[config.mk]
export PLATFORM = sky130hd
export DESIGN_NAME = pipe_hazard_ctrl_flat
export DESIGN_NICKNAME = d
export VERILOG_FILES = /design/src/rtl/pipe_hazard_ctrl_pkg.sv /design/src/rtl/pipe_hazard_ctrl_if.sv /design/src/rtl/pipe_hazard_ctrl_sat_counter.sv /design/src/rtl/pipe_hazard_ctrl.sv /design/src/flat_wrapper.sv
export SDC_FILE = /design/constraint.sdc
export NUM_CORES = 1
export LEC_CHECK = 0
export BUFFER_PORTS_ARGS = -buffer_cell sky130_fd_sc_hd__buf_4
export CAP_MARGIN = 0
export CORE_AREA = 3 3 71 73
export DETAILED_ROUTE_END_ITERATION = 7
export DIE_AREA = 0 0 74 76
export MAX_ROUTING_LAYER = met4
export PLACE_DENSITY = 0.77
export SETUP_SLACK_MARGIN = 0.4
export SLEW_MARGIN = 20
export SYNTH_ARGS = -nofsm -noshare
export SYNTH_HDL_FRONTEND = slang
export SYNTH_SLANG_ARGS = --single-unit
[constraint.sdc]
create_clock -name clk -period 2.65 [get_ports clk]
set_input_delay 0.6625 -clock clk [delete_from_list [all_inputs] [get_ports clk]]
set_output_delay 0.6625 -clock clk [all_outputs]
set_load 0.03 [all_outputs]
[src/rtl/pipe_hazard_ctrl_pkg.sv]
`default_nettype none
// ============================================================================
// Module   : pipe_ctrl_pkg
// Purpose  : Shared types and constants for the pipeline hazard controller.
// Revision : 1.0 - initial release
// ============================================================================
package pipe_ctrl_pkg;

    typedef enum logic [1:0] {
        RUN      = 2'd0,
        MEM_WAIT = 2'd1,
        HALT     = 2'd2
    } state_t;

    localparam logic [3:0] REG_ZERO = 4'h0;
    localparam int         WAIT_W   = 8;

    typedef struct packed {
        logic pc_write;
        logic ifid_stall;
        logic ifid_flush;
        logic idex_stall;
        logic idex_flush;
        logic exmem_stall;
        logic memwb_flush;
    } ctrl_t;

    localparam ctrl_t CTRL_RUN    = ctrl_t'(7'b100_0000);
    localparam ctrl_t CTRL_LU     = ctrl_t'(7'b010_0100);
    localparam ctrl_t CTRL_BRANCH = ctrl_t'(7'b101_0100);
    localparam ctrl_t CTRL_FREEZE = ctrl_t'(7'b010_1011);

    // Register 0 is hardwired, so a load targeting it never creates a hazard.
    function automatic logic load_use(
        input logic       memread,
        input logic [3:0] rd,
        input logic       uses_rs,
        input logic [3:0] rs,
        input logic       uses_rt,
        input logic [3:0] rt
    );
        return memread && (rd != REG_ZERO) &&
               ((uses_rs && (rs == rd)) || (uses_rt && (rt == rd)));
    endfunction

endpackage
`default_nettype wire

[src/rtl/pipe_hazard_ctrl_if.sv]
`default_nettype none
// ============================================================================
// Module   : pipe_hazard_ctrl_if
// Purpose  : Hazard-status inputs and buffer-control outputs of the controller.
// Revision : 1.0 - initial release
// ============================================================================
interface pipe_hazard_ctrl_if #(
    parameter int CNT_W = 16
);
    logic [3:0]       id_rs;
    logic [3:0]       id_rt;
    logic             id_uses_rs;
    logic             id_uses_rt;
    logic             idex_memread;
    logic [3:0]       idex_rd;
    logic             ex_branch_taken;
    logic             mem_req;
    logic             mem_ready;
    logic             wb_halt;

    logic             pc_write;
    logic             ifid_stall;
    logic             ifid_flush;
    logic             idex_stall;
    logic             idex_flush;
    logic             exmem_stall;
    logic             memwb_flush;
    logic             halted;
    logic             mem_err;
    logic [CNT_W-1:0] stall_cnt;
    logic [CNT_W-1:0] flush_cnt;

    modport slave (
        input  id_rs, id_rt, id_uses_rs, id_uses_rt, idex_memread, idex_rd,
               ex_branch_taken, mem_req, mem_ready, wb_halt,
        output pc_write, ifid_stall, ifid_flush, idex_stall, idex_flush,
               exmem_stall, memwb_flush, halted, mem_err, stall_cnt, flush_cnt
    );

    modport master (
        output id_rs, id_rt, id_uses_rs, id_uses_rt, idex_memread, idex_rd,
               ex_branch_taken, mem_req, mem_ready, wb_halt,
        input  pc_write, ifid_stall, ifid_flush, idex_stall, idex_flush,
               exmem_stall, memwb_flush, halted, mem_err, stall_cnt, flush_cnt
    );
endinterface
`default_nettype wire

[src/rtl/pipe_hazard_ctrl_sat_counter.sv]
`default_nettype none
// ============================================================================
// Module   : sat_counter
// Purpose  : Event counter that stops at all-ones instead of wrapping.
// Revision : 1.0 - initial release
// ============================================================================
module sat_counter #(
    parameter int CNT_W = 16
) (
    input  wire logic             clk,
    input  wire logic             rst,
    input  wire logic             i_inc,
    output      logic [CNT_W-1:0] o_cnt
);
    logic [CNT_W-1:0] r_cnt;

    always_ff @(posedge clk or negedge rst) begin
        if (!rst) begin
            r_cnt <= '0;
        end else if (i_inc && (r_cnt != {CNT_W{1'b1}})) begin
            r_cnt <= r_cnt + 1'b1;
        end
    end

    assign o_cnt = r_cnt;
endmodule
`default_nettype wire

[src/rtl/pipe_hazard_ctrl.sv]
`default_nettype none
// ============================================================================
// Module   : pipe_hazard_ctrl
// Purpose  : Stall/flush sequencer for the 5-stage pipeline buffers and PC.
// Revision : 1.0 - initial release
// ============================================================================
module pipe_hazard_ctrl
    import pipe_ctrl_pkg::*;
#(
    parameter int TIMEOUT = 64,
    parameter int CNT_W   = 16
) (
    input wire logic          clk,
    input wire logic          rst,
    pipe_hazard_ctrl_if.slave bus
);
    localparam logic [WAIT_W-1:0] C_TIMEOUT = WAIT_W'(TIMEOUT);

    state_t            r_state;
    state_t            w_state_nxt;
    logic [WAIT_W-1:0] r_wait_cnt;
    logic [WAIT_W-1:0] w_wait_nxt;
    logic              r_mem_err;
    ctrl_t             w_ctrl;
    ctrl_t             w_run_ctrl;
    logic              w_halted;
    logic              w_lu;
    logic              w_mem_stall;
    logic [CNT_W-1:0]  w_stall_cnt;
    logic [CNT_W-1:0]  w_flush_cnt;

    assign w_lu = load_use(bus.idex_memread, bus.idex_rd,
                           bus.id_uses_rs, bus.id_rs,
                           bus.id_uses_rt, bus.id_rt);
    assign w_mem_stall = bus.mem_req && !bus.mem_ready;

    // Normal-flow response; memory freeze outranks branch, branch outranks lu.
    always_comb begin
        w_run_ctrl = CTRL_RUN;
        if (w_mem_stall) begin
            w_run_ctrl = CTRL_FREEZE;
        end else if (bus.ex_branch_taken) begin
            w_run_ctrl = CTRL_BRANCH;
        end else if (w_lu) begin
            w_run_ctrl = CTRL_LU;
        end
    end

    always_comb begin
        w_state_nxt = r_state;
        w_ctrl      = CTRL_RUN;
        w_halted    = 1'b0;
        if (!rst) begin
            w_state_nxt = RUN;
        end else if ((r_state == HALT) || bus.wb_halt) begin
            w_state_nxt = HALT;
            w_ctrl      = CTRL_FREEZE;
            w_halted    = 1'b1;
        end else if ((r_state == MEM_WAIT) && !bus.mem_ready) begin
            w_state_nxt = MEM_WAIT;
            w_ctrl      = CTRL_FREEZE;
        end else begin
            w_ctrl      = w_run_ctrl;
            w_state_nxt = w_mem_stall ? MEM_WAIT : RUN;
        end
    end

    // Wait counter holds at TIMEOUT so it cannot wrap during a long stall.
    always_comb begin
        w_wait_nxt = '0;
        if (w_state_nxt == MEM_WAIT) begin
            if (r_state != MEM_WAIT) begin
                w_wait_nxt = WAIT_W'(1);
            end else if (r_wait_cnt >= C_TIMEOUT) begin
                w_wait_nxt = r_wait_cnt;
            end else begin
                w_wait_nxt = r_wait_cnt + 1'b1;
            end
        end
    end

    always_ff @(posedge clk or negedge rst) begin
        if (!rst) begin
            r_state    <= RUN;
            r_wait_cnt <= '0;
            r_mem_err  <= 1'b0;
        end else begin
            r_state    <= w_state_nxt;
            r_wait_cnt <= w_wait_nxt;
            if ((w_state_nxt == MEM_WAIT) && (w_wait_nxt >= C_TIMEOUT)) begin
                r_mem_err <= 1'b1;
            end
        end
    end

    sat_counter #(
        .CNT_W (CNT_W)
    ) u_stall_cnt (
        .clk   (clk),
        .rst   (rst),
        .i_inc (w_ctrl.ifid_stall),
        .o_cnt (w_stall_cnt)
    );

    sat_counter #(
        .CNT_W (CNT_W)
    ) u_flush_cnt (
        .clk   (clk),
        .rst   (rst),
        .i_inc (w_ctrl.ifid_flush),
        .o_cnt (w_flush_cnt)
    );

    assign bus.pc_write    = w_ctrl.pc_write;
    assign bus.ifid_stall  = w_ctrl.ifid_stall;
    assign bus.ifid_flush  = w_ctrl.ifid_flush;
    assign bus.idex_stall  = w_ctrl.idex_stall;
    assign bus.idex_flush  = w_ctrl.idex_flush;
    assign bus.exmem_stall = w_ctrl.exmem_stall;
    assign bus.memwb_flush = w_ctrl.memwb_flush;
    assign bus.halted      = w_halted;
    assign bus.mem_err     = r_mem_err;
    assign bus.stall_cnt   = w_stall_cnt;
    assign bus.flush_cnt   = w_flush_cnt;
endmodule
`default_nettype wire

[src/flat_wrapper.sv]
// flat-port wrapper written by rule: the top's interface ports become plain ports
module pipe_hazard_ctrl_flat import pipe_ctrl_pkg::*;
#(
    parameter int TIMEOUT = 64,
    parameter int CNT_W   = 16
)
  (clk, rst, bus_id_rs, bus_id_rt, bus_id_uses_rs, bus_id_uses_rt, bus_idex_memread, bus_idex_rd, bus_ex_branch_taken, bus_mem_req, bus_mem_ready, bus_wb_halt, bus_pc_write, bus_ifid_stall, bus_ifid_flush, bus_idex_stall, bus_idex_flush, bus_exmem_stall, bus_memwb_flush, bus_halted, bus_mem_err, bus_stall_cnt, bus_flush_cnt);
  pipe_hazard_ctrl_if #(.CNT_W(CNT_W)) bus_i ();
  input wire logic clk;
  input wire logic rst;
  input wire logic [$bits(bus_i.id_rs)-1:0] bus_id_rs;
  input wire logic [$bits(bus_i.id_rt)-1:0] bus_id_rt;
  input wire logic [$bits(bus_i.id_uses_rs)-1:0] bus_id_uses_rs;
  input wire logic [$bits(bus_i.id_uses_rt)-1:0] bus_id_uses_rt;
  input wire logic [$bits(bus_i.idex_memread)-1:0] bus_idex_memread;
  input wire logic [$bits(bus_i.idex_rd)-1:0] bus_idex_rd;
  input wire logic [$bits(bus_i.ex_branch_taken)-1:0] bus_ex_branch_taken;
  input wire logic [$bits(bus_i.mem_req)-1:0] bus_mem_req;
  input wire logic [$bits(bus_i.mem_ready)-1:0] bus_mem_ready;
  input wire logic [$bits(bus_i.wb_halt)-1:0] bus_wb_halt;
  output wire logic [$bits(bus_i.pc_write)-1:0] bus_pc_write;
  output wire logic [$bits(bus_i.ifid_stall)-1:0] bus_ifid_stall;
  output wire logic [$bits(bus_i.ifid_flush)-1:0] bus_ifid_flush;
  output wire logic [$bits(bus_i.idex_stall)-1:0] bus_idex_stall;
  output wire logic [$bits(bus_i.idex_flush)-1:0] bus_idex_flush;
  output wire logic [$bits(bus_i.exmem_stall)-1:0] bus_exmem_stall;
  output wire logic [$bits(bus_i.memwb_flush)-1:0] bus_memwb_flush;
  output wire logic [$bits(bus_i.halted)-1:0] bus_halted;
  output wire logic [$bits(bus_i.mem_err)-1:0] bus_mem_err;
  output wire logic [$bits(bus_i.stall_cnt)-1:0] bus_stall_cnt;
  output wire logic [$bits(bus_i.flush_cnt)-1:0] bus_flush_cnt;
  assign bus_i.id_rs = bus_id_rs;
  assign bus_i.id_rt = bus_id_rt;
  assign bus_i.id_uses_rs = bus_id_uses_rs;
  assign bus_i.id_uses_rt = bus_id_uses_rt;
  assign bus_i.idex_memread = bus_idex_memread;
  assign bus_i.idex_rd = bus_idex_rd;
  assign bus_i.ex_branch_taken = bus_ex_branch_taken;
  assign bus_i.mem_req = bus_mem_req;
  assign bus_i.mem_ready = bus_mem_ready;
  assign bus_i.wb_halt = bus_wb_halt;
  assign bus_pc_write = bus_i.pc_write;
  assign bus_ifid_stall = bus_i.ifid_stall;
  assign bus_ifid_flush = bus_i.ifid_flush;
  assign bus_idex_stall = bus_i.idex_stall;
  assign bus_idex_flush = bus_i.idex_flush;
  assign bus_exmem_stall = bus_i.exmem_stall;
  assign bus_memwb_flush = bus_i.memwb_flush;
  assign bus_halted = bus_i.halted;
  assign bus_mem_err = bus_i.mem_err;
  assign bus_stall_cnt = bus_i.stall_cnt;
  assign bus_flush_cnt = bus_i.flush_cnt;
  pipe_hazard_ctrl #(.TIMEOUT(TIMEOUT), .CNT_W(CNT_W)) u_core (.clk(clk), .rst(rst), .bus(bus_i));
endmodule
==> qor.yml, run 1 <==
status: "complete, no violations"
final_cells: 336
num_vias: 1825
p_leak_uw: 0.00145
finalCritPeriodShare_pct: 98.3
synth-edff-count: 0
wl_per_cell_microns: 15.3
syn_inst: 206
arrival_ns: 1.94
die_w_microns: 74
setup_tns_ns: 0
numCtsBuffers: 5
antenna_found_initial: 0
grt_max_degree: 25
fp.dieH_microns: 76
dr.pass1.iters: 4
h-tree-depth: 2
drt-total-wl_microns: 5140
synth_area_sq_mm: 0.00229
overflow: 0
detail-route-antenna-nets: 0
grt_use_total_pct: 19.4
cp-start-kind: "input pin"
hp-class: "input pin to async pin"
avgSynthCellArea_sq_um: 11.1
portBuffers: 61
maxSlewHeadroom_pct: 63.3
setup_slack_ns: 0.0444
root_buffer: "clkbuf_8"
tightest_slew_ns: 0.548
yosysWarnings: 0
ioPinCount: 62
area_growth_pct: 37.0
post-route-drc-count: 0
period_needed_ns: 2.61
gp_congestion: 0.814
setup_viol: 0
max_freq_mhz: 384
initial_core_util_pct: 52.0
antenna_cells_inserted: 0
clock_latency_ns: 0.30
grt_pass1_wl_microns: 8420
p_per_area_mw_per_mm2: 598
num_rows: 24
via_per_inst: 5.43
cp_max_fo: 3
cts_tree: "built"
ctsHoldBuffers: 0
synth_cell_types: 42
synth_top_area_cell: "dfrtp_1"
first_global_vias: 1765
hold_viol: 0
ys_seq_elements: 43
core_sq_mm: 0.00441
synth_top_cell_area_share_pct: 46.9
final_layout_size_suffix_gt1_share_pct: 40.8
die_area_sq_mm: 0.00562
clock_sinks: 43
synth_fp_nets: 230
end_kind: "output pin"
dpl.cell_count: 325
seq_area_frac_synth_pct: 46.9
slew_violations: 0
clockBufferDepth: 2
ys_top_cells_by_count: "dfrtp_1, xor2_1, nand3_1, xnor2_1, nor2_1"
synthArstFlopShare_pct: 100
cts.clk_slew.worst_paths_ns: 0.09
fin_skew_ns: 0.0138
cp.required_ns: 1.99
drv_cap: 0
max-vdd-ir-drop_mv: 0.524
rr_worst_depth: 8
crit_type: "input pin to output pin"
synth_flop_cell: "dfrtp_1"
rsz0062_at_grt: "yes"
synth.most_common_cell: "dfrtp_1"
drt_iter0_markers: 86
final_nets: 307
dp_slack_ns: -0.0772
place_hpwl_microns: 3670
synth_top_cells_by_area: "dfrtp_1, xor2_1, xnor2_1"
[state kept, by name (all words and copies together) (netlist names)]
signal,flops
u_core.r_state,2
u_core.u_stall_cnt.o_cnt,16
u_core.r_wait_cnt,8
u_core.bus.mem_err,1
u_core.u_flush_cnt.o_cnt,16
[final cells by class]
class / count / area [sq um]
Multi-Input combinational cell: 152 / 1270
Sequential cell: 43 / 1080
Clock buffer: 6 / 72.6
Tap cell: 52 / 65.1
Fill cell: 325 / 1270
Timing Repair Buffer: 75 / 624
Clock inverter: 2 / 12.5
Inverter: 6 / 22.5
[report_power, final]
part           internal [uW]  switching [uW]  total (uW)
sequential               737             125         862
combinational            251             352         603
clock                    184             229         414
total                   1170             706        1880
[kinds of logic after synthesis]
kind of cell,share of synthesized area [%]
muxes,0.982
xor gates and xnor gates,15.7
adders and majority gates,1.64
and+or+nand+nor,24.8
buffers and inverters,3.87
DFF,46.9
AOI/OAI and AO/OA,6.16
[worst max-delay path, stage by stage]
cell and delay (ns):
buf_8 0.11, o41a_1 0.46, nand3_2 0.13, nor4_4 0.06, nor2_1 0.15, o21ai_2 0.08, and2_4 0.16, buf_6 0.13
[layout by cell type, fill, tap and decap left out, types with 3 or more instances in the layout]
cell	instances
a31oi_1	3
and3_1	3
buf_4	62
buf_6	11
clkbuf_8	5
dfrtp_1	43
ha_1	3
inv_1	5
nand2_1	9
nand3_1	16
nand4_1	10
nor2_1	14
nor2b_1	3
nor3_1	4
nor4_4	5
or3_1	3
xnor2_1	16
xor2_1	21
[worst paths after layout]
path / start / endpoint / slack [ns]
setup / recovery: bus_idex_rd[1] / bus_ifid_stall / 0.04
hold / removal: rst / u_core.u_flush_cnt.o_cnt[15]$_DFFE_PN0P_ / 0.42
setup reg to reg: u_core.u_stall_cnt.o_cnt[0]$_DFFE_PN0P_ / u_core.u_stall_cnt.o_cnt[1]$_DFFE_PN0P_ / 0.53
hold reg to reg: u_core.bus.mem_err$_DFFE_PN0P_ / u_core.bus.mem_err$_DFFE_PN0P_ / 0.47
max in group asynchronous: rst / u_core.u_flush_cnt.o_cnt[4]$_DFFE_PN0P_ / 1.97
min in group clk: u_core.bus.mem_err$_DFFE_PN0P_ / u_core.bus.mem_err$_DFFE_PN0P_ / 0.47
[timing repair]
item,4_1_cts,5_1_grt
endpoints found under the setup margin,5,16
pin swaps,10,5
resized for setup,18,12
setup buffers,1,2
[through the flow]
stage               instance area, sq um  hold WS [ns]  power, uW  util, %
floorplan                           2330         0.367       1210        -
global placement                    2880         0.457       1440     65.3
detailed placement                  2880         0.462       1450     65.3
CTS                                 3070         0.410       1880     69.6
global route                        3140         0.440       1970     71.2
finish                              3140         0.417       1880     71.2
[routing by layer]
| layer | share of wire (%) | GRT usage (%) |
|---|---|---|
| met4 | 1.2 | 5.98 |
| met2 | 51 | 30.2 |
| met3 | 5.0 | 4.35 |
| met1 | 43 | 25.1 |
| met5 | 0 | - |
Note: power is estimated with default switching activity, not from simulation.
==> inputs of run 2 (changes only) <==
--- a/config.mk
+++ b/config.mk
@@ -6,12 +6,13 @@
 export NUM_CORES = 1
 export LEC_CHECK = 0
 export BUFFER_PORTS_ARGS = -buffer_cell sky130_fd_sc_hd__buf_4
-export CAP_MARGIN = 0
-export CORE_AREA = 3 3 71 73
+export CAP_MARGIN = 20
+export CORE_AREA = 3 3 70 72
+export CTS_BUF_LIST = sky130_fd_sc_hd__clkbuf_8
 export DETAILED_ROUTE_END_ITERATION = 7
-export DIE_AREA = 0 0 74 76
+export DIE_AREA = 0 0 73 75
 export MAX_ROUTING_LAYER = met4
-export PLACE_DENSITY = 0.77
+export PLACE_DENSITY = 0.79
 export SETUP_SLACK_MARGIN = 0.4
 export SLEW_MARGIN = 20
 export SYNTH_ARGS = -nofsm -noshare
==> constraint.sdc (replaced) <==
create_clock -name clk -period 2.42 [get_ports clk]
set_input_delay 0.605 -clock clk [delete_from_list [all_inputs] [get_ports clk]]
set_output_delay 0.605 -clock clk [all_outputs]
set_load 0.03 [all_outputs]
==> run 2 against run 1 <==
  * Largest cell class unchanged
  * Worst hold slack lost 0.24 ns
  * Clock skew shrank 0.010 ns
  * Sequential share of layout area is 1.4 points lower
  * Die area fell by 2.6%
  * Routed wire length rose by 7.1%
  * Combinational power grew 20%
  * Cell area increased by 4.7%
  * Sequential power grew 9.0%
  * Via count increased by 2.1%
  * Flip-flop and latch count did not move
  * The run now ends with negative setup slack left
  * Count of clock-buffer cells in the layout down 1
==> qor.yml, run 2 (synthesis gave the netlist of run 1 again) <==
status: "finished, violations left"  # was complete, no violations
violations: "negative setup slack"
die_w_microns: 73  # was 74 microns
overflow: 0  # unchanged
tightest_slew_ns: 0.409  # was 0.548 ns
core_sq_mm: 0.00435  # was 0.00441 sq mm
area_growth_pct: 43.4  # was 37.0%
antenna_cells_inserted: 0  # unchanged
swShare_pct: 37.2  # was 37.6%
reg2reg_slack_ns: 0.47  # was 0.53 ns
pwr-share-comb_pct: 34.3  # was 32.1%
ctsHoldBuffers: 0  # unchanged
arrival_ns: 1.91  # was 1.94 ns
num_rows: 24  # unchanged
nFillCells: 299  # was 325
crit_type: "input pin to output pin"  # unchanged
clkPwrFrac_pct: 21.0  # was 22.0%
regArea_sq_mm: 0.00108  # about the same
max_stage_delay_ns: 0.44  # was 0.46 ns
hold_viol: 0  # unchanged
reg2reg_to: "u_core.u_stall_cnt.o_cnt[12]$_DFFE_PN0P_"  # was u_core.u_stall_cnt.o_cnt[1]$_DFFE_PN0P_
timing.rr.start: "u_core.u_stall_cnt.o_cnt[1]$_DFFE_PN0P_"  # was u_core.u_stall_cnt.o_cnt[0]$_DFFE_PN0P_
setup_viol: 3  # was 0
slew_violations: 0  # unchanged
setup_tns_ns: -0.157  # was 0 ns
crit_chain: "buf_8, o41a_1, nand3_1, nor4_4, nor2_1, o21ai_2, and2_4, buf_6"  # was buf_8, o41a_1, nand3_2, nor4_4, nor2_1, o21ai_2, and2_4, buf_6
hp-class: "input pin to async pin"  # unchanged
fin_skew_ns: 0.00334  # was 0.0138 ns
grt_pass1_wl_microns: 8760  # was 8420 microns
portBuffers: 61  # unchanged
final_layout_size_suffix_gt1_share_pct: 45.1  # was 40.8%
p_seq_share_pct: 44.7  # was 45.9%
final_common_cell: "buf_4"  # unchanged
num_vias: 1864  # was 1825
max-vdd-ir-drop_mv: 0.554  # was 0.524 mV
drt-total-wl_microns: 5510  # was 5140 microns
rsz0062_at_grt: "yes"  # unchanged
detail-route-antenna-nets: 0  # unchanged
die_area_sq_mm: 0.00548  # was 0.00562 sq mm
mostFrequentLayoutCells: "buf_4, dfrtp_1, xor2_1"  # unchanged
crit_family: "compound AO/OA/AOI/OAI gates"  # unchanged
rr_worst_depth: 9  # was 8
clock_latency_ns: 0.29  # was 0.30 ns
end_kind: "output pin"  # unchanged
cts.clk_slew.worst_paths_ns: 0.08  # was 0.09 ns
first_global_vias: 1847  # was 1765
wl_per_cell_microns: 15.9  # was 15.3 microns
cp-start-kind: "input pin"  # unchanged
p_per_area_mw_per_mm2: 640  # was 598 mW/mm^2
ioPinCount: 62  # unchanged
cp.required_ns: 1.81  # was 1.99 ns
root_buffer: "clkbuf_8"  # unchanged
multi_input_area_sq_mm: 0.00129  # was 0.00127 sq mm
drv_cap: 0  # unchanged
h-tree-depth: 2  # unchanged
period_needed_ns: 2.51
power_uw: 2100  # was 1880 uW
p_leak_uw: 0.00152  # was 0.00145 uW
p_switching_uw: 782  # was 706 uW
path_buf_inv: 2  # unchanged
via_per_inst: 5.37  # was 5.43
max_freq_mhz: 398
clockBufferDepth: 2  # unchanged
grt_use_total_pct: 21.3  # was 19.4%
initial_core_util_pct: 52.7  # was 52.0%
setup_slack_ns: -0.0938  # was 0.0444 ns
drt_iter0_markers: 76  # was 86
grt_max_degree: 34  # was 25
clock_sinks: 43  # unchanged
p_int_uw: 1320  # was 1170 uW
fp.dieH_microns: 75  # was 76 microns
numCtsBuffers: 5  # unchanged
crit_start: "bus_idex_rd[1]"  # unchanged
dr.pass1.iters: 4  # unchanged
place_hpwl_microns: 3720  # was 3670 microns
critPathSlowestCell: "o41a_1"  # unchanged
maxSlewHeadroom_pct: 72.6  # was 63.3%
cp_max_fo: 3  # unchanged
antenna_found_initial: 0  # unchanged
final_nets: 318  # was 307
cts_tree: "built"  # unchanged
gp_congestion: 0.780  # was 0.814
finalCritPeriodShare_pct: 104
post-route-drc-count: 0  # unchanged
-- run 2: cell count changes in the layout (fill, tap and decap cells not counted), sizes merged --
cell,delta
inv,+1
buf,+10
-- run 2: through the flow --
step                setup slack, ns  std cells  utilization (%)  hold WS, ns  area (sq um)
global route                 -0.165        347             75.5        0.170          3290
floorplan                     0.121        206                -        0.309          2340
CTS                         -0.0388        340             72.0        0.168          3130
detailed placement          -0.0929        327             66.8        0.462          2910
global placement            -0.0695        327             66.8        0.457          2910
finish                      -0.0938        347             75.5        0.173          3290
-- run 2: power by group through the flow --
stage | combinational [uW] | clock [uW] | sequential [uW]
detailed placement | 632 | 0 | 954
CTS | 660 | 456 | 944
global route | 769 | 483 | 967
global placement | 621 | 0 | 955
finish | 722 | 442 | 940
floorplan | 218 | 0 | 1110
-- run 2: worst max-delay path by stage --
stage | endpoint | slack [ns] | cells after the start
4_1_cts | bus_ifid_stall | -0.04 | 8
2_1_floorplan | bus_ifid_stall | 0.12 | 5
6_report | bus_ifid_stall | -0.09 | 8
3_3_place_gp | bus_ifid_stall | -0.07 | 8
5_1_grt | bus_ifid_stall | -0.16 | 8
3_5_place_dp | bus_ifid_stall | -0.09 | 8
-- run 2: layout make-up --
type | instances | share of cell area (%)
clock inverters | 3 | 0.495
repair buffers | 86 | 22.6
well taps | 52 | 1.98
inverters | 6 | 0.685
clock buffers | 5 | 2.09
flip-flops and latches | 43 | 32.8
multi-input cells | 152 | 39.3
-- run 2: per-layer routing --
metal  track usage [%]  vias up  routed length, microns
li1                  -      907                       -
met1              27.5      921                    2370
met2              34.1       32                    2880
met3              5.21        4                     223
met4              4.71        0                      34
met5                 -        -                       0
-- run 2: worst register-to-register path: cells and delay by family (launching register included) --
family	cells	cell delay, ns
buffers and inverters	2	0.34
AOI/OAI and AO/OA	1	0.19
and+or+nand+nor	4	0.55
adders and majority gates	1	0.20
DFF	1	0.44
xor gates and xnor gates	1	0.17
-- run 2: timing repair --
item / CTS / global route
hold endpoints to repair: 0 / 0
setup endpoints to repair: 17 / 28
gates cloned: 0 / 0
resized for setup: 22 / 19
buffers inserted: 5 / 7
pin swaps: 7 / 10
